## src/rtl/stepdir_decoder.sv

```systemverilog
// Step/dir receiver: synchronizes step and dir, keeps a signed position count, checks step-width and dir-setup/hold timing.
// Latency: step_strobe and the position update appear SYNC+1 clk cycles after a raw step rise.
// Backpressure: none; every synchronized rising edge is consumed (or dropped when disabled/cleared) in the cycle it is seen.
//
// Ports:
//   clk, rst_n          system clock (rising edge), asynchronous active-low reset
//   enable              count/check enable; when low the FSM only tracks the step level
//   step, dir           raw asynchronous step/dir lines; dir=1 decrements
//   steptime, dirtime   minimum step-high width and dir-setup time in clk cycles (0 disables the check)
//   clear, err_clr      synchronous zeroing of position / of the sticky error flags
//   position            accumulated W-bit two's-complement step count (wraps)
//   step_strobe         one-cycle pulse per counted step
//   setup_err, hold_err, width_err   sticky timing error flags
module stepdir_decoder #(
    parameter int W    = 22,
    parameter int T    = 5,
    parameter int SYNC = 2
) (
    input  logic         clk,
    input  logic         rst_n,
    input  logic         enable,
    input  logic         step,
    input  logic         dir,
    input  logic [T-1:0] steptime,
    input  logic [T-1:0] dirtime,
    input  logic         clear,
    input  logic         err_clr,
    output logic [W-1:0] position,
    output logic         step_strobe,
    output logic         setup_err,
    output logic         hold_err,
    output logic         width_err
);

    localparam logic [0:0]   ST_LOW  = 1'b0;
    localparam logic [0:0]   ST_HIGH = 1'b1;
    localparam logic [T-1:0] CNT_MAX = '1;

    // Synchronizer chains; the top bit is the usable synchronized level.
    logic [SYNC-1:0] step_sync_q;
    logic [SYNC-1:0] dir_sync_q;
    logic            ss;
    logic            sd;
    logic            ss_dly_q;
    logic            sd_dly_q;

    logic            ss_rise;
    logic            ss_fall;
    logic            sd_chg;

    logic [0:0]      state_q,    state_d;
    logic [T-1:0]    high_cnt_q, high_cnt_d;
    logic [T-1:0]    dir_age_q,  dir_age_d;
    logic [T-1:0]    dir_age_now;
    logic [W-1:0]    position_q, position_d;
    logic            strobe_q,   strobe_d;
    logic            setup_q,    setup_d;
    logic            hold_q,     hold_d;
    logic            width_q,    width_d;
    logic            set_setup;
    logic            set_hold;
    logic            set_width;

    assign ss      = step_sync_q[SYNC-1];
    assign sd      = dir_sync_q[SYNC-1];
    assign ss_rise = ss & ~ss_dly_q;
    assign ss_fall = ~ss & ss_dly_q;
    assign sd_chg  = sd ^ sd_dly_q;

    // A dir change seen in the same cycle as the step rise means zero
    // cycles of setup, even though the registered age has not yet reset.
    assign dir_age_now = sd_chg ? '0 : dir_age_q;

    always_comb begin
        state_d    = state_q;
        high_cnt_d = high_cnt_q;
        position_d = position_q;
        strobe_d   = 1'b0;
        set_setup  = 1'b0;
        set_hold   = 1'b0;
        set_width  = 1'b0;

        // Dir age runs independently of enable so setup is judged
        // correctly on the first step after enable rises.
        if (sd_chg) begin
            dir_age_d = '0;
        end else if (dir_age_q == CNT_MAX) begin
            dir_age_d = dir_age_q;
        end else begin
            dir_age_d = dir_age_q + T'(1);
        end

        if (enable) begin
            case (state_q)
                ST_LOW: begin
                    if (ss_rise) begin
                        state_d    = ST_HIGH;
                        strobe_d   = 1'b1;
                        high_cnt_d = T'(1);
                        position_d = sd ? (position_q - W'(1)) : (position_q + W'(1));
                        if ((dirtime != '0) && (dir_age_now < dirtime)) begin
                            set_setup = 1'b1;
                        end
                    end
                end
                ST_HIGH: begin
                    if (ss_fall) begin
                        state_d = ST_LOW;
                        if ((steptime != '0) && (high_cnt_q < steptime)) begin
                            set_width = 1'b1;
                        end
                    end else begin
                        if (high_cnt_q != CNT_MAX) begin
                            high_cnt_d = high_cnt_q + T'(1);
                        end
                        if (sd_chg) begin
                            set_hold = 1'b1;
                        end
                    end
                end
                default: begin
                    state_d = ST_LOW;
                end
            endcase
        end else begin
            // Track the level only, so a step already high at re-enable
            // is not mistaken for a fresh rising edge.
            state_d = ss ? ST_HIGH : ST_LOW;
        end

        // Clear overrides any count from a coinciding edge; the strobe
        // above is deliberately left intact.
        if (clear) begin
            position_d = '0;
        end

        // A newly detected error wins over a simultaneous err_clr.
        setup_d = (setup_q & ~err_clr) | set_setup;
        hold_d  = (hold_q  & ~err_clr) | set_hold;
        width_d = (width_q & ~err_clr) | set_width;
    end

    always_ff @(posedge clk or negedge rst_n) begin
        if (!rst_n) begin
            step_sync_q <= '0;
            dir_sync_q  <= '0;
            ss_dly_q    <= 1'b0;
            sd_dly_q    <= 1'b0;
            state_q     <= ST_LOW;
            high_cnt_q  <= '0;
            dir_age_q   <= CNT_MAX;
            position_q  <= '0;
            strobe_q    <= 1'b0;
            setup_q     <= 1'b0;
            hold_q      <= 1'b0;
            width_q     <= 1'b0;
        end else begin
            step_sync_q <= {step_sync_q[SYNC-2:0], step};
            dir_sync_q  <= {dir_sync_q[SYNC-2:0], dir};
            ss_dly_q    <= ss;
            sd_dly_q    <= sd;
            state_q     <= state_d;
            high_cnt_q  <= high_cnt_d;
            dir_age_q   <= dir_age_d;
            position_q  <= position_d;
            strobe_q    <= strobe_d;
            setup_q     <= setup_d;
            hold_q      <= hold_d;
            width_q     <= width_d;
        end
    end

    assign position    = position_q;
    assign step_strobe = strobe_q;
    assign setup_err   = setup_q;
    assign hold_err    = hold_q;
    assign width_err   = width_q;

endmodule
```

## config.mk

```make
export PLATFORM = sky130hd
export DESIGN_NAME = stepdir_decoder
export DESIGN_NICKNAME = d
export VERILOG_FILES = /design/src/rtl/stepdir_decoder.sv
export SDC_FILE = /design/constraint.sdc
export NUM_CORES = 1
export LEC_CHECK = 0
export CELL_PAD_IN_SITES_DETAIL_PLACEMENT = 1
export CELL_PAD_IN_SITES_GLOBAL_PLACEMENT = 2
export CORE_MARGIN = 1.5
export CORE_UTILIZATION = 39
export CTS_BUF_LIST = sky130_fd_sc_hd__clkbuf_8 sky130_fd_sc_hd__clkbuf_16
export DETAILED_ROUTE_END_ITERATION = 8
export DONT_BUFFER_PORTS = 1
export GPL_TIMING_DRIVEN = 1
export PLACE_DENSITY_LB_ADDON = 0.1
export SYNTH_ARGS = -nofsm -noshare
export SYNTH_HDL_FRONTEND = slang
export SYNTH_SLANG_ARGS = --single-unit
```

## constraint.sdc

```tcl
create_clock -name clk -period 3.75 [get_ports clk]
set_clock_uncertainty 0.1 [all_clocks]
set_input_delay 0.75 -clock clk [delete_from_list [all_inputs] [get_ports clk]]
set_output_delay 0.75 -clock clk [all_outputs]
set_load 0.05 [all_outputs]
```

=== Yosys cells after proc, flatten, opt, wreduce, memory -nomap -nowiden ===
Cells that the tools add are included.

* Register bits: 43
* Bits in latches: 0
* RAM bits: 0
* ROM bits: 0
* Output and inout bits: 26
* Word-level logic and storage cells: 77
* Memories: 0

* Add/sub/neg operators: 4
* Multiply operators: 0
* Divide/modulo/power cells: 0
* Order comparisons: 2
* Eq/ne operators: 7
* Shift operators: 0
* Multiplexer cells: 31
* Bitwise gates (word level): 13
* Reductions and logical operators: 8

{| class="wikitable"
|+ Operator list
! cell !! count
|-
| $mux W22 || 5
|-
| $mux W5 || 6
|-
| $add A22 B1 Y22 const B || 1
|-
| $sub A22 B1 Y22 const B || 1
|-
| $mux W1 || 18
|-
| $add A5 B1 Y5 const B || 2
|-
| $lt A5 B5 Y1 || 2
|-
| $pmux W5 S2 || 1
|-
| $reduce_bool A5 Y1 || 2
|-
| $ne A2 B2 Y1 const B || 4
|-
| $and A1 B1 Y1 || 5
|-
| $eq A5 B5 Y1 const B || 1
|-
| $ne A5 B5 Y1 const B || 1
|-
| $not A1 Y1 || 4
|-
| $reduce_and A4 Y1 || 1
|-
| $reduce_bool A2 Y1 || 2
|-
| $or A1 B1 Y1 || 3
|-
| $reduce_and A3 Y1 || 1
|-
| $logic_and A1 B1 Y1 || 2
|-
| $ne A2 B1 Y1 const B || 1
|-
| $pmux W1 S2 || 1
|-
| $xor A1 B1 Y1 || 1
|}

=== Logic depth before layout (Yosys ltp) ===
Gate-level depths: netlist (run 1).

* Depth in word-level cells: 9
* Depth in mapped cells: 9

=== Worst setup path after synthesis (run 1) ===
No wires, ideal clock.

* Path type: flip-flop to flip-flop
* Start point: register dir_sync_q[1]
* End point: register position_q[20] (netlist: position[20])
* Data arrival time: 2670 ps
* Path slack: 854 ps
* Stages on the path, launching flop included: 9
* Buffers on the path: 0
* Clock period less this slack: 2896 ps
* Cells stage by stage: dfrtp_1 ha_1 a21o_1 a221o_1 and2_4 or3_4 a21oi_4 nor4_1 a221o_1

* Cells in the longest elaborated chain, start to end: 5

{| class="wikitable"
|+ Ends and longest elaborated chain
! what !! RTL line !! source
|-
| start: declaration || 41 || <nowiki>logic [SYNC-1:0] dir_sync_q;</nowiki>
|-
| start signal: assignment || 159 || <nowiki>dir_sync_q <= {dir_sync_q[SYNC-2:0], dir};</nowiki>
|-
| $mux W22 || 100 || <nowiki>position_d = sd ? (position_q - W'(1)) : (position_q + W'(1));</nowiki>
|-
| $mux W22 || 96 || <nowiki>if (ss_rise) begin</nowiki>
|-
| $mux W22 || 94 || <nowiki>case (state_q)</nowiki>
|-
| $mux W22 || 93 || <nowiki>if (enable) begin</nowiki>
|-
| $mux W22 || 133 || <nowiki>if (clear) begin</nowiki>
|-
| end signal: assignment || 165 || <nowiki>position_q <= position_d;</nowiki>
|-
| end: declaration || 55 || <nowiki>logic [W-1:0] position_q, position_d;</nowiki>
|}

Every way passes these cells. The select of a mux whose other input is x is not followed.
A chain may end at the register's enable or synchronous reset.

=== Final worst setup path (run 1) ===
* Start point: register position_q[7] (netlist: position[7])
* End point: register position_q[12] (netlist: position[12])

* Cells in the longest elaborated chain, start to end: 6
* Elaborated cells between the ends (all ways): 7
* Those cells by class: add/sub: 2; mux: 5

{| class="wikitable"
|+ Ends and longest elaborated chain
! what !! RTL line
|-
| $add A22 B1 Y22 / $sub A22 B1 Y22 (equally long branches) || 100
|-
| $mux W22 * || 100
|-
| $mux W22 * || 96
|-
| $mux W22 * || 94
|-
| $mux W22 * || 93
|-
| $mux W22 * || 133
|}

Mark *: on every way between the ends. The rest lies on a longest branch, timed or not. The select of a mux whose other input is x is not followed.

==> results of run 1 <==
-- critical path: cells and delay by family, from the launching register on --
family	cells	cell delay [ps]
flip-flops	1	670
multiplexers	1	180
AND/OR/NAND/NOR	3	740
AO/OA/AOI/OAI	3	860
adder cells (fa/ha/maj)	1	370
-- state kept, by name, summed over array words and instances, names as in the netlist, 2 cells and up --
signal       flops
dir_age_q        5
step_sync_q      2
position        22
dir_sync_q       2
high_cnt_q       5
-- worst paths after layout --
| check | endpoint | cells past startpoint |
|---|---|---|
| max | position[12] | 8 |
| min | position[11] | 0 |
| max reg2reg | position[12] | 8 |
| min reg2reg | step_sync_q[1] | 0 |
| max in group asynchronous | dir_age_q[4] | 0 |
| min in group clk | step_sync_q[1] | 0 |
-- power by group through the flow --
stage          combinational, uW  sequential [uW]  clock (uW)
2_1_floorplan                181              598           0
6_report                     222              600         304
3_3_place_gp                 218              610           0
5_1_grt                      261              609         329
4_1_cts                      226              602         316
3_5_place_dp                 224              611           0
-- through the flow --
step,setup WS [ps],utilization [%]
final,728.8,42.72
after global routing,434.9,42.72
after detailed placement,724.7,41.61
after CTS,694.7,42.72
after floorplan,853.8,-
after global placement,759.1,41.61
-- cell type report --
type / instances / area, sq um / area share [%]
timing repair buffer: 4 / 30.03 / 0.9050
multi-input combinational: 279 / 1921 / 57.88
clock inverter: 3 / 17.52 / 0.5279
clock buffer: 5 / 68.82 / 2.074
tap: 102 / 127.6 / 3.846
sequential: 43 / 1082 / 32.62
inverter: 19 / 71.32 / 2.149
-- layer usage --
| metal | vias up | wire, um | global-route usage, % |
|---|---|---|---|
| met5 | - | 0 | 0 |
| met4 | 0 | 86 | 5.051 |
| met3 | 6 | 283 | 3.777 |
| met2 | 33 | 3668 | 32.66 |
| met1 | 1242 | 3775 | 26.82 |
| li1 | 1281 | - | - |
-- synth_stat cells, types with 4 or more instances --
master    instances  area, sq um
inv_1            19        71.32
xor2_1            6        52.55
nor3b_1           8        60.06
xnor2_1           9        78.83
ha_1             32        400.4
nor2_1           21        78.83
and2_1            4        25.02
o21ai_0          13        65.06
nand2_1          39        146.4
nand3_1          12        60.06
nor3_1           10        50.05
nand4b_1          6        52.55
nand3b_1         10        75.07
a21o_1            7        52.55
o211ai_1          5        37.54
clkbuf_1         12        45.04
a21oi_1          30        150.1
and3_1            4        25.02
nor4_1            5        31.28
dfstp_2           5        131.4
nor2b_1           7        43.79
dfrtp_1          38        950.9
-- cell families (layout without fill, tap and decap cells) --
kind of cell | Yosys count | count (layout) | synth area share [%]
AND/OR/NAND/NOR | 142 | 142 | 24.48
AO/OA/AOI/OAI | 85 | 85 | 17.82
flip-flops | 43 | 43 | 34.49
adder cells (fa/ha/maj) | 33 | 33 | 13.40
buffers and inverters | 33 | 31 | 4.306
XOR/XNOR | 15 | 15 | 4.187
multiplexers | 4 | 4 | 1.316
==> flow_summary.ini, run 1 <==
[sta]
setup_tns_ps = 0
fin_crit_ps = 3021
slew_viol_final = 0
hold_viol = 0
whs_ps = 30.24
finalSetupViolations = 0
rsz0062_at_grt = false
fmax_mhz = 331.0
worst_pin_slew_ps = 614.7
slew_headroom_pct = 59.02
period_share_pct = 80.57

[grt]
grt_max_degree = 44
antenna_found_initial = 0
grt.overflow.total = 0
grt_pass1_wl_um = 13630
grt_use_total_pct = 19.85
grt_pass1_vias = 2741

[detailed_routing]
first_pass_iters = 4
drtAntennaViolNets = 0
wirelength_um = 7814
drtIter0Drc = 67
wire_per_inst_um = 17.17
vias = 2562
vias_per_cell = 5.631
remaining_drc_errors = 0

[power_and_ir_drop]
powerDensity_nw_per_um2 = 339.3
combPwrFrac_pct = 19.7
p_total_uw = 1126
clockPowerShare_pct = 27.0
internal_power_uw = 735.7
sw_frac_of_total_pct = 34.66
seq_power_share_pct = 53.3
p_sw_uw = 390.2
leakage_uw = 0.001507
ir_worst_vdd_mv = 0.1827

[setup_path]
r2r-start = position[7]
crit_path_max_fanout = 6
cpPeakStageDelay_ps = 670
critPathArrivalTime_ps = 3120
rrSetupSlack_ps = 730
end_kind = flop
critPathKind = flop to flop
cp-start-kind = flop
crit_path_start = position[7]
required_ps = 3850
cp_cell_sequence = ha_1 > a21o_1 > a221o_1 > and2_4 > nor3_1 > o21ai_0 > mux2i_1 > nand2_1
slowest_stage = dfrtp_1

[cts]
cts_setup_buffers = 0
insertion_delay_ps = 310
cts_buffers = 5
htree_levels = 2
clkSlewWorstSetupHoldPaths_ps = 90
cts.sinks = 43
cts_root_buf = clkbuf_8
clock_path_buffers = 2
ctsHoldBuffers = 0
post_cts_resized = 0
cts_tree = yes

[placement]
place_hpwl_um = 5743
numPortBuffers = 0
place_area_sq_um = 3232
post-place-cells = 447
place.gp.congestion = 0.7584

[worst_hold_path]
hp-class = input port to asynchronous set/reset pin

[synthesis]
async_reset_ff_share_pct = 100.0
synthCells = 355
synth-seq-area-share_pct = 34.49
ys.flop_type = dfrtp_1
netlist_area_sq_um = 3138
synth_fp_nets = 405
ys_seq_elements = 43
synth_edf_count = 0
yosysUniqueCellTypes = 57
yosys_warnings = 0
syn_avg_cell_area_sq_um = 8.839

[floorplanning]
io_pins = 43
core_area_sq_um = 7767
floorplan.rows = 32
die_w_um = 92.70
dieArea_sq_um = 8593
initial_utilization_pct = 40.40
die_h_um = 92.70

[layout]
fin_cells = 455
final_cell_mix = 39 x nand2_1, 38 x dfrtp_1, 32 x ha_1, 30 x a21oi_1, 21 x nor2_1
design_area_sq_um = 3318
drive_above_1_share_pct = 7.365
area_delta_synth_final_pct = 5.742
nets = 402
final_common_cell = nand2_1
antenna_cells = 0
fillers = 922

[outcome]
status = finished clean

[job]
cap_violations = 0
Note: power is estimated with default switching activity, not from simulation.
==> run 2, diff against run 1 <==
--- a/config.mk
+++ b/config.mk
@@ -8,7 +8,7 @@
 export CELL_PAD_IN_SITES_DETAIL_PLACEMENT = 1
 export CELL_PAD_IN_SITES_GLOBAL_PLACEMENT = 2
 export CORE_MARGIN = 1.5
-export CORE_UTILIZATION = 39
+export CORE_UTILIZATION = 35
 export CTS_BUF_LIST = sky130_fd_sc_hd__clkbuf_8 sky130_fd_sc_hd__clkbuf_16
 export DETAILED_ROUTE_END_ITERATION = 8
 export DONT_BUFFER_PORTS = 1
==> constraint.sdc (replaced) <==
create_clock -name clk -period 2.57 [get_ports clk]
set_clock_uncertainty 0.1 [all_clocks]
set_input_delay 0.514 -clock clk [delete_from_list [all_inputs] [get_ports clk]]
set_output_delay 0.514 -clock clk [all_outputs]
set_load 0.05 [all_outputs]
==> run 2 against run 1 <==
The run now ends with negative setup slack left; die area increased by 11%; fmax increased by 14%; via count increased by 11%; final cell count increased by 16%; global-route usage about the same; non-clock buffer count increased by 69; register-to-register slack got worse by 820 ps; combinational power increased by 120%; sequential share of layout area decreased by 5.7 points; power increased by 66%; sequential cell count unchanged; clock power increased by 80%; critical path type unchanged; largest cell class unchanged; highest routed layer unchanged.
==> flow_summary.ini, run 2 (synthesized netlist as in run 1, its figures left out) <==
[outcome]
status = finished with violations
violations = negative setup slack

[setup_path]
rrSetupSlack_ps = -90
critPathKind = flop to flop
required_ps = 2660
r2r-start = dir_sync_q[1]
critPathArrivalTime_ps = 2750
crit_path_start = dir_sync_q[1]
r2r-end = position[20]
crit_end = position[20]
crit_path_max_fanout = 4
end_kind = flop
ff2ff_path_depth = 9
cp-start-kind = flop

[layout]
nets = 471
final_cell_mix = 70 x buf_4, 39 x nand2_1, 33 x dfrtp_1, 25 x a21oi_1, 25 x ha_1
fin_cells = 530
drive_above_1_share_pct = 28.44
fillers = 1048
area_delta_synth_final_pct = 28.95
post-route-util_pct = 46.40
antenna_cells = 0
final_common_cell = buf_4
largest_reg_flops = 22
design_area_sq_um = 4046

[sta]
whs_ps = 122.0
fin_crit_ps = 2657
post-route-worst-setup-slack_ps = -87.38
slew_headroom_pct = 60.59
fmax_mhz = 376.3
slew_viol_final = 0
rsz0062_at_grt = true
setup_tns_ps = -179.7
worst_pin_slew_ps = 591.2
hold_viol = 0
period_share_pct = 103.4
finalSetupViolations = 4

[placement]
place_hpwl_um = 6449
numPortBuffers = 0
place_area_sq_um = 3759
post-place-cells = 516
place.gp.congestion = 0.8096

[floorplanning]
core_area_sq_um = 8721
dieArea_sq_um = 9542
die_h_um = 97.69
floorplan.rows = 34
die_w_um = 97.69
io_pins = 43
initial_utilization_pct = 35.98

[detailed_routing]
top_layer = met4
vias = 2832
drtIter0Drc = 80
first_pass_iters = 4
wire_per_inst_um = 16.61
wl_met1_um = 4116
dr_wl_met2_um = 4280
wl_met3_um = 298
drtAntennaViolNets = 0
vias_per_cell = 5.343
wirelength_um = 8803
remaining_drc_errors = 0

[grt]
grt_pass1_vias = 3040
grt_pass1_wl_um = 15300
grt_use_total_pct = 19.88
grt_max_degree = 44
grt.overflow.total = 0
antenna_found_initial = 0

[power_and_ir_drop]
leakage_uw = 0.001865
ir_worst_vdd_mv = 0.2565
powerDensity_nw_per_um2 = 461.2

[cts]
htree_levels = 2
cts_root_buf = clkbuf_8
insertion_delay_ps = 310
cts_buffers = 5
clkSlewWorstSetupHoldPaths_ps = 100
clock_path_buffers = 2
cts.sinks = 43
cts_tree = yes

[job]
cap_violations = 0

[worst_hold_path]
hp-class = input port to flop
-- run 2: changes by cell type in the layout (fill, tap and decap cells not counted), sizes merged --
cell	delta
buf	+68
clkinv	-2
bufinv	+1
clkinvlp	+1
dlygate4sd3	+1
-- run 2: layer usage --
layer	track usage (%)	up-vias
li1	-	1416
met1	25.84	1377
met2	34.03	31
met3	4.101	8
met4	4.396	0
met5	0	-
-- run 2: where the power goes --
part           internal (uW)  switching, uW  total, uW  leakage [uW]
clock                    287            260        547     0.0000556
combinational            226            259        484       0.00126
sequential               740           95.7        835      0.000548
total                   1250            614       1870       0.00186
-- run 2: how the worst min path moves through the flow --
stage	to	slack, ps	cells after the start	from
finish	dir_sync_q[0]	120	0	dir
global route	dir_sync_q[0]	100	0	dir
CTS	dir_sync_q[0]	110	0	dir
detailed placement	position[14]	120	0	rst_n
global placement	position[16]	120	0	rst_n
floorplan	dir_sync_q[0]	120	0	rst_n
-- run 2: area by class of cell --
type / count / area (sq um) / area share (%)
Clock buffer: 5 / 68.82 / 1.701
Clock inverter: 3 / 41.29 / 1.020
Inverter: 19 / 71.32 / 1.763
Multi-Input combinational cell: 279 / 2056 / 50.80
Sequential cell: 43 / 1091 / 26.96
Tap cell: 108 / 135.1 / 3.340
Timing Repair Buffer: 73 / 583.1 / 14.41
-- run 2: what timing repair did --
| action | CTS | global route |
|---|---|---|
| pin swaps | 3 | 5 |
| buffers inserted | 3 | 1 |
| hold buffers | 2 | 0 |
| endpoints found under the setup margin | 9 | 14 |
| hold endpoints to repair | 43 | 0 |
| gates resized for setup | 9 | 15 |
| gates cloned | 0 | 0 |
-- run 2: through the flow --
stage	total power, uW	setup WS, ps
CTS	1891	-89.12
global placement	1278	-186.1
global route	1982	-160.1
detailed placement	1292	-254.1
floorplan	1143	-9.558
finish	1866	-87.38
-- run 2: worst max-delay path: stages (launching register included) --
cell     delay (ps)
dfrtp_4         510
buf_12          150
ha_4            240
a21o_1          160
a221o_1         340
and2_4          150
or3_4           410
a21oi_4         150
nor4_1           60
a221o_1         270
==> run 3, diff against run 2 <==
--- a/config.mk
+++ b/config.mk
@@ -5,9 +5,10 @@
 export SDC_FILE = /design/constraint.sdc
 export NUM_CORES = 1
 export LEC_CHECK = 0
+export ABC_CLOCK_PERIOD_IN_PS = 2570
 export CELL_PAD_IN_SITES_DETAIL_PLACEMENT = 1
 export CELL_PAD_IN_SITES_GLOBAL_PLACEMENT = 2
-export CORE_MARGIN = 1.5
+export CORE_MARGIN = 2
 export CORE_UTILIZATION = 35
 export CTS_BUF_LIST = sky130_fd_sc_hd__clkbuf_8 sky130_fd_sc_hd__clkbuf_16
 export DETAILED_ROUTE_END_ITERATION = 8
==> run 3 against run 2 <==
The flow still finishes with violations (negative setup slack); critical path depth did not move; worst setup slack got worse by 1.0 ps; non-clock buffer count rose by 3; final cell count rose by 0.57%; first-iteration DRC count rose by 15%.
==> flow_summary.ini, run 3 (synthesized netlist as in run 1, its figures left out) <==
[outcome]
status = finished with violations
violations = negative setup slack

[setup_path]
cp-start-kind = flop
rrSetupSlack_ps = -90
r2r-start = dir_sync_q[1]
crit_path_max_fanout = 7
ff2ff_path_depth = 9
required_ps = 2670
r2r-end = position[20]
end_kind = flop
critPathArrivalTime_ps = 2760
critPathKind = flop to flop

[cts]
insertion_delay_ps = 310
cts_buffers = 5
cts.sinks = 43
htree_levels = 2
clkSlewWorstSetupHoldPaths_ps = 100
cts_root_buf = clkbuf_8
clock_path_buffers = 2
cts_tree = yes

[job]
cap_violations = 0

[placement]
numPortBuffers = 0
post-place-cells = 519
place_area_sq_um = 3781
place.gp.congestion = 0.8159
place_hpwl_um = 6482

[layout]
final_common_cell = buf_4
seq_area_sq_um = 1091
fin_cells = 533
final_cell_mix = 69 x buf_4, 39 x nand2_1, 33 x dfrtp_1, 25 x ha_1, 21 x a21oi_1
area_delta_synth_final_pct = 31.10
post-route-util_pct = 47.17
multiInputGateArea_sq_um = 2106
antenna_cells = 0
fillers = 1032
nets = 474
design_area_sq_um = 4114
largest_reg_flops = 22
drive_above_1_share_pct = 30.82

[sta]
fmax_mhz = 376.2
post-route-worst-setup-slack_ps = -88.39
finalSetupViolations = 4
rsz0062_at_grt = true
worst_pin_slew_ps = 595.7
period_share_pct = 103.4
fin_crit_ps = 2658
setup_tns_ps = -187.4
slew_headroom_pct = 60.29
slew_viol_final = 0
hold_viol = 0

[worst_hold_path]
min_from = dir
hp-class = input port to flop
min_delay_path_depth = 0
min_to = dir_sync_q[0]

[floorplanning]
die_w_um = 98.69
core_area_sq_um = 8721
floorplan.rows = 34
io_pins = 43
die_h_um = 98.69
dieArea_sq_um = 9739
initial_utilization_pct = 35.98

[detailed_routing]
vias = 2865
drtIter0Drc = 92
wire_per_inst_um = 16.66
drtAntennaViolNets = 0
remaining_drc_errors = 0
first_pass_iters = 4
wirelength_um = 8882
vias_per_cell = 5.375

[power_and_ir_drop]
leakage_uw = 0.001891
ir_worst_vdd_mv = 0.2337
p_total_uw = 1820
powerDensity_nw_per_um2 = 442.5

[grt]
grt_pass1_wl_um = 14900
grt.overflow.total = 0
grt_max_degree = 44
antenna_found_initial = 0
grt_use_total_pct = 18.95
grt_pass1_vias = 2995
run 3: layer usage:
layer  share of wire [%]  global-route usage [%]  wire, um  vias to the layer above
met4                 1.3                   4.426       119                        0
li1                    -                       -         -                     1422
met1                  47                   25.12      4132                     1406
met5                   0                       0         0                        -
met2                  49                   32.13      4369                       29
met3                 2.9                   3.617       261                        8
run 3: final cells by class:
cell class | instances | share of cell area (%)
inverters | 19 | 1.734
clock buffers | 6 | 2.007
well taps | 108 | 3.285
clock inverters | 2 | 0.3954
repair buffers | 76 | 14.87
flip-flops and latches | 43 | 26.52
multi-input cells | 279 | 51.19
run 3: stage by stage:
step           setup WS (ps)  hold slack [ps]
2_1_floorplan         -9.558            118.4
3_3_place_gp          -151.3            120.2
3_5_place_dp          -169.0            120.2
4_1_cts               -95.60            110.3
5_1_grt               -168.9            104.2
6_report              -88.39            128.0
run 3: repair_timing:
action	CTS	global route
setup endpoints to repair	10	16
hold buffers	2	0
buffers inserted	1	3
gates resized for setup	5	33
hold endpoints to repair	43	0
pin swaps	1	15
run 3: how the worst max path moves through the flow:
| stage | startpoint | end | cells past startpoint |
|---|---|---|---|
| after global placement | dir_sync_q[1] | position[12] | 8 |
| after floorplan | dir_sync_q[1] | position[20] | 8 |
| after CTS | dir_sync_q[1] | position[20] | 9 |
| after global routing | dir_sync_q[1] | position[20] | 9 |
| final | dir_sync_q[1] | position[20] | 9 |
| after detailed placement | dir_sync_q[1] | position[12] | 8 |
run 3: power by group:
part | internal [uW] | switching, uW | leakage [uW]
clock network | 220 | 268 | 0.0000474
logic | 233 | 263 | 0.00130
registers | 740 | 96.4 | 0.000548
run 3: worst max-delay path: stages, from the launching register on:
cell and delay, ps:
dfrtp_4 550, buf_6 150, ha_4 220, a21o_1 170, a221o_1 340, and2_4 150
or3_4 370, a21oi_4 180, nor4_1 60, a221o_1 260
==> edit: new RTL, config.mk and constraints of run 1 <==
Change the parameter `W` from 22 to 11.
--- a/src/rtl/stepdir_decoder.sv
+++ b/src/rtl/stepdir_decoder.sv
@@ -13,5 +13,5 @@
 //   setup_err, hold_err, width_err   sticky timing error flags
 module stepdir_decoder #(
-    parameter int W    = 22,
+    parameter int W    = 11,
     parameter int T    = 5,
     parameter int SYNC = 2
Ports: changed (resized position); port bits go from 43 to 32. No check against the original RTL was run, so the function may have changed too.
==> edit against run 1 <==
  * Wire length shrank 39%
  * Design area shrank 33%
  * Non-clock buffer count shrank 4
  * Worst setup slack gained 560 ps
  * Sequential cell count shrank 11
  * Utilization grew 1.1 points
  * Clock power shrank 5%
  * Power shrank 20%
  * Sequential power shrank 24%
  * Area after synthesis shrank 35%
  * Maximum frequency grew 23%
  * Die area shrank 34%
  * Worst hold slack gained 28 ps
==> edit: results (changes against run 1) <==
Synth Area in XOR/XNOR=5.12% (was 4.19%); metal3 WL=212 um (was 283 um); Avg Inst Size Synth=9.50 sq um (was 8.84 sq um); relative slew slack=58.5% (was 59.0%); largest net degree at the start of global routing=33 (was 44); Adder-Cell Fraction of Synth Area=13.8% (was 13.4%); Min Hold Slack=58.5 ps (was 30.2 ps); Vias/cell=5.68 (was 5.63); met2 Usage GRT=34.5% (was 32.7%); status=completed (unchanged); register clock-pin slew on the reported worst setup and hold paths=70 ps (was 90 ps); initial DRC count=50 (was 67); Synth cell types=45 (was 57); fraction of layout cells with a size suffix above 1=6.82% (was 7.37%); worst vdd rail ir drop=186 uV (was 183 uV); commonest cells in the netlist=dfrtp_1, ha_1, nand2_1, nor2_1, a21oi_1 (was nand2_1, dfrtp_1, ha_1, a21oi_1, nor2_1); max incr delay on CP=610 ps (was 670 ps); WL met1=2.01 mm (was 3.78 mm); Worst Path Max Fanout=5 (was 6); Syn Nets=255 (was 405); final cell count without fillers=290 (was 455); R2R depth=6 (was 8); DRT Pass-1 Iters=3 (was 4); placed insts=282 (was 447); M1 GR Usage=20.0% (was 26.8%); final worst-path cycle share=65.7% (was 80.6%); post-synthesis mux area share=1.52% (was 1.32%); HPWL after DPL=3.61 mm (was 5.74 mm); grt met3 use=4.76% (was 3.78%); post-synthesis compound-gate area fraction=15.2% (was 17.8%); Internal Power=0.619 mW (was 0.736 mW); register area share after synthesis=39.3% (was 34.5%); flip-flop count of the largest register after layout=11 (was 22); Total GRT Usage=18.0% (was 19.9%); critical path arrival=2510 ps (was 3120 ps); sequential power=0.458 mW (was 0.600 mW); WL met2=2.50 mm (was 3.67 mm); Power Clock=0.290 mW (was 0.304 mW); worst r2r dst=position[10] (was position[12]); # fillers=597 (was 922); worst skew pair latency=280 ps (was 310 ps)
==> edit: cell types whose count changed after synthesis, moves of 7 or more <==
| cell | run 1 | this run |
|---|---|---|
| nand2_1 | 39 | 21 |
| nand3_1 | 12 | 5 |
| nor3b_1 | 8 | 1 |
| clkbuf_1 | 12 | 3 |
| inv_1 | 19 | 12 |
| a21oi_1 | 30 | 15 |
| nor3_1 | 10 | 2 |
| ha_1 | 32 | 21 |
| dfrtp_1 | 38 | 27 |
==> edit: worst max-delay path by stage <==
stage	to	startpoint
6_report	position[10]	position[0]
5_1_grt	position[10]	dir_sync_q[1]
4_1_cts	position[10]	position[0]
3_5_place_dp	position[10]	position[0]
3_3_place_gp	position[9]	dir_sync_q[1]
2_1_floorplan	position[10]	position[0]
==> edit: logic make-up (layout without fill, tap and decap cells) <==
logic type                 after synthesis  count (layout)
and+or+nand+nor                         82              82
AOI/OAI and AO/OA                       49              49
DFF                                     32              32
adders and majority gates               22              22
buffers and inverters                   16              20
xor gates and xnor gates                12              12
muxes                                    3               3
==> edit: final cells by class <==
type / instances / area (sq um) / share of cell area [%]
Multi-Input combinational cell: 168 / 1180 / 53.2
Clock buffer: 7 / 96.3 / 4.33
Inverter: 12 / 45.0 / 2.03
Tap cell: 70 / 87.6 / 3.94
Sequential cell: 32 / 807 / 36.3
Clock inverter: 1 / 3.75 / 0.169
==> edit: critical path, delay by kind of cell, from the launching register on <==
| kind | cells | cell delay [ps] |
|---|---|---|
| compound gates | 3 | 630 |
| flops | 1 | 610 |
| fa+ha+maj | 1 | 570 |
| simple gates | 2 | 430 |
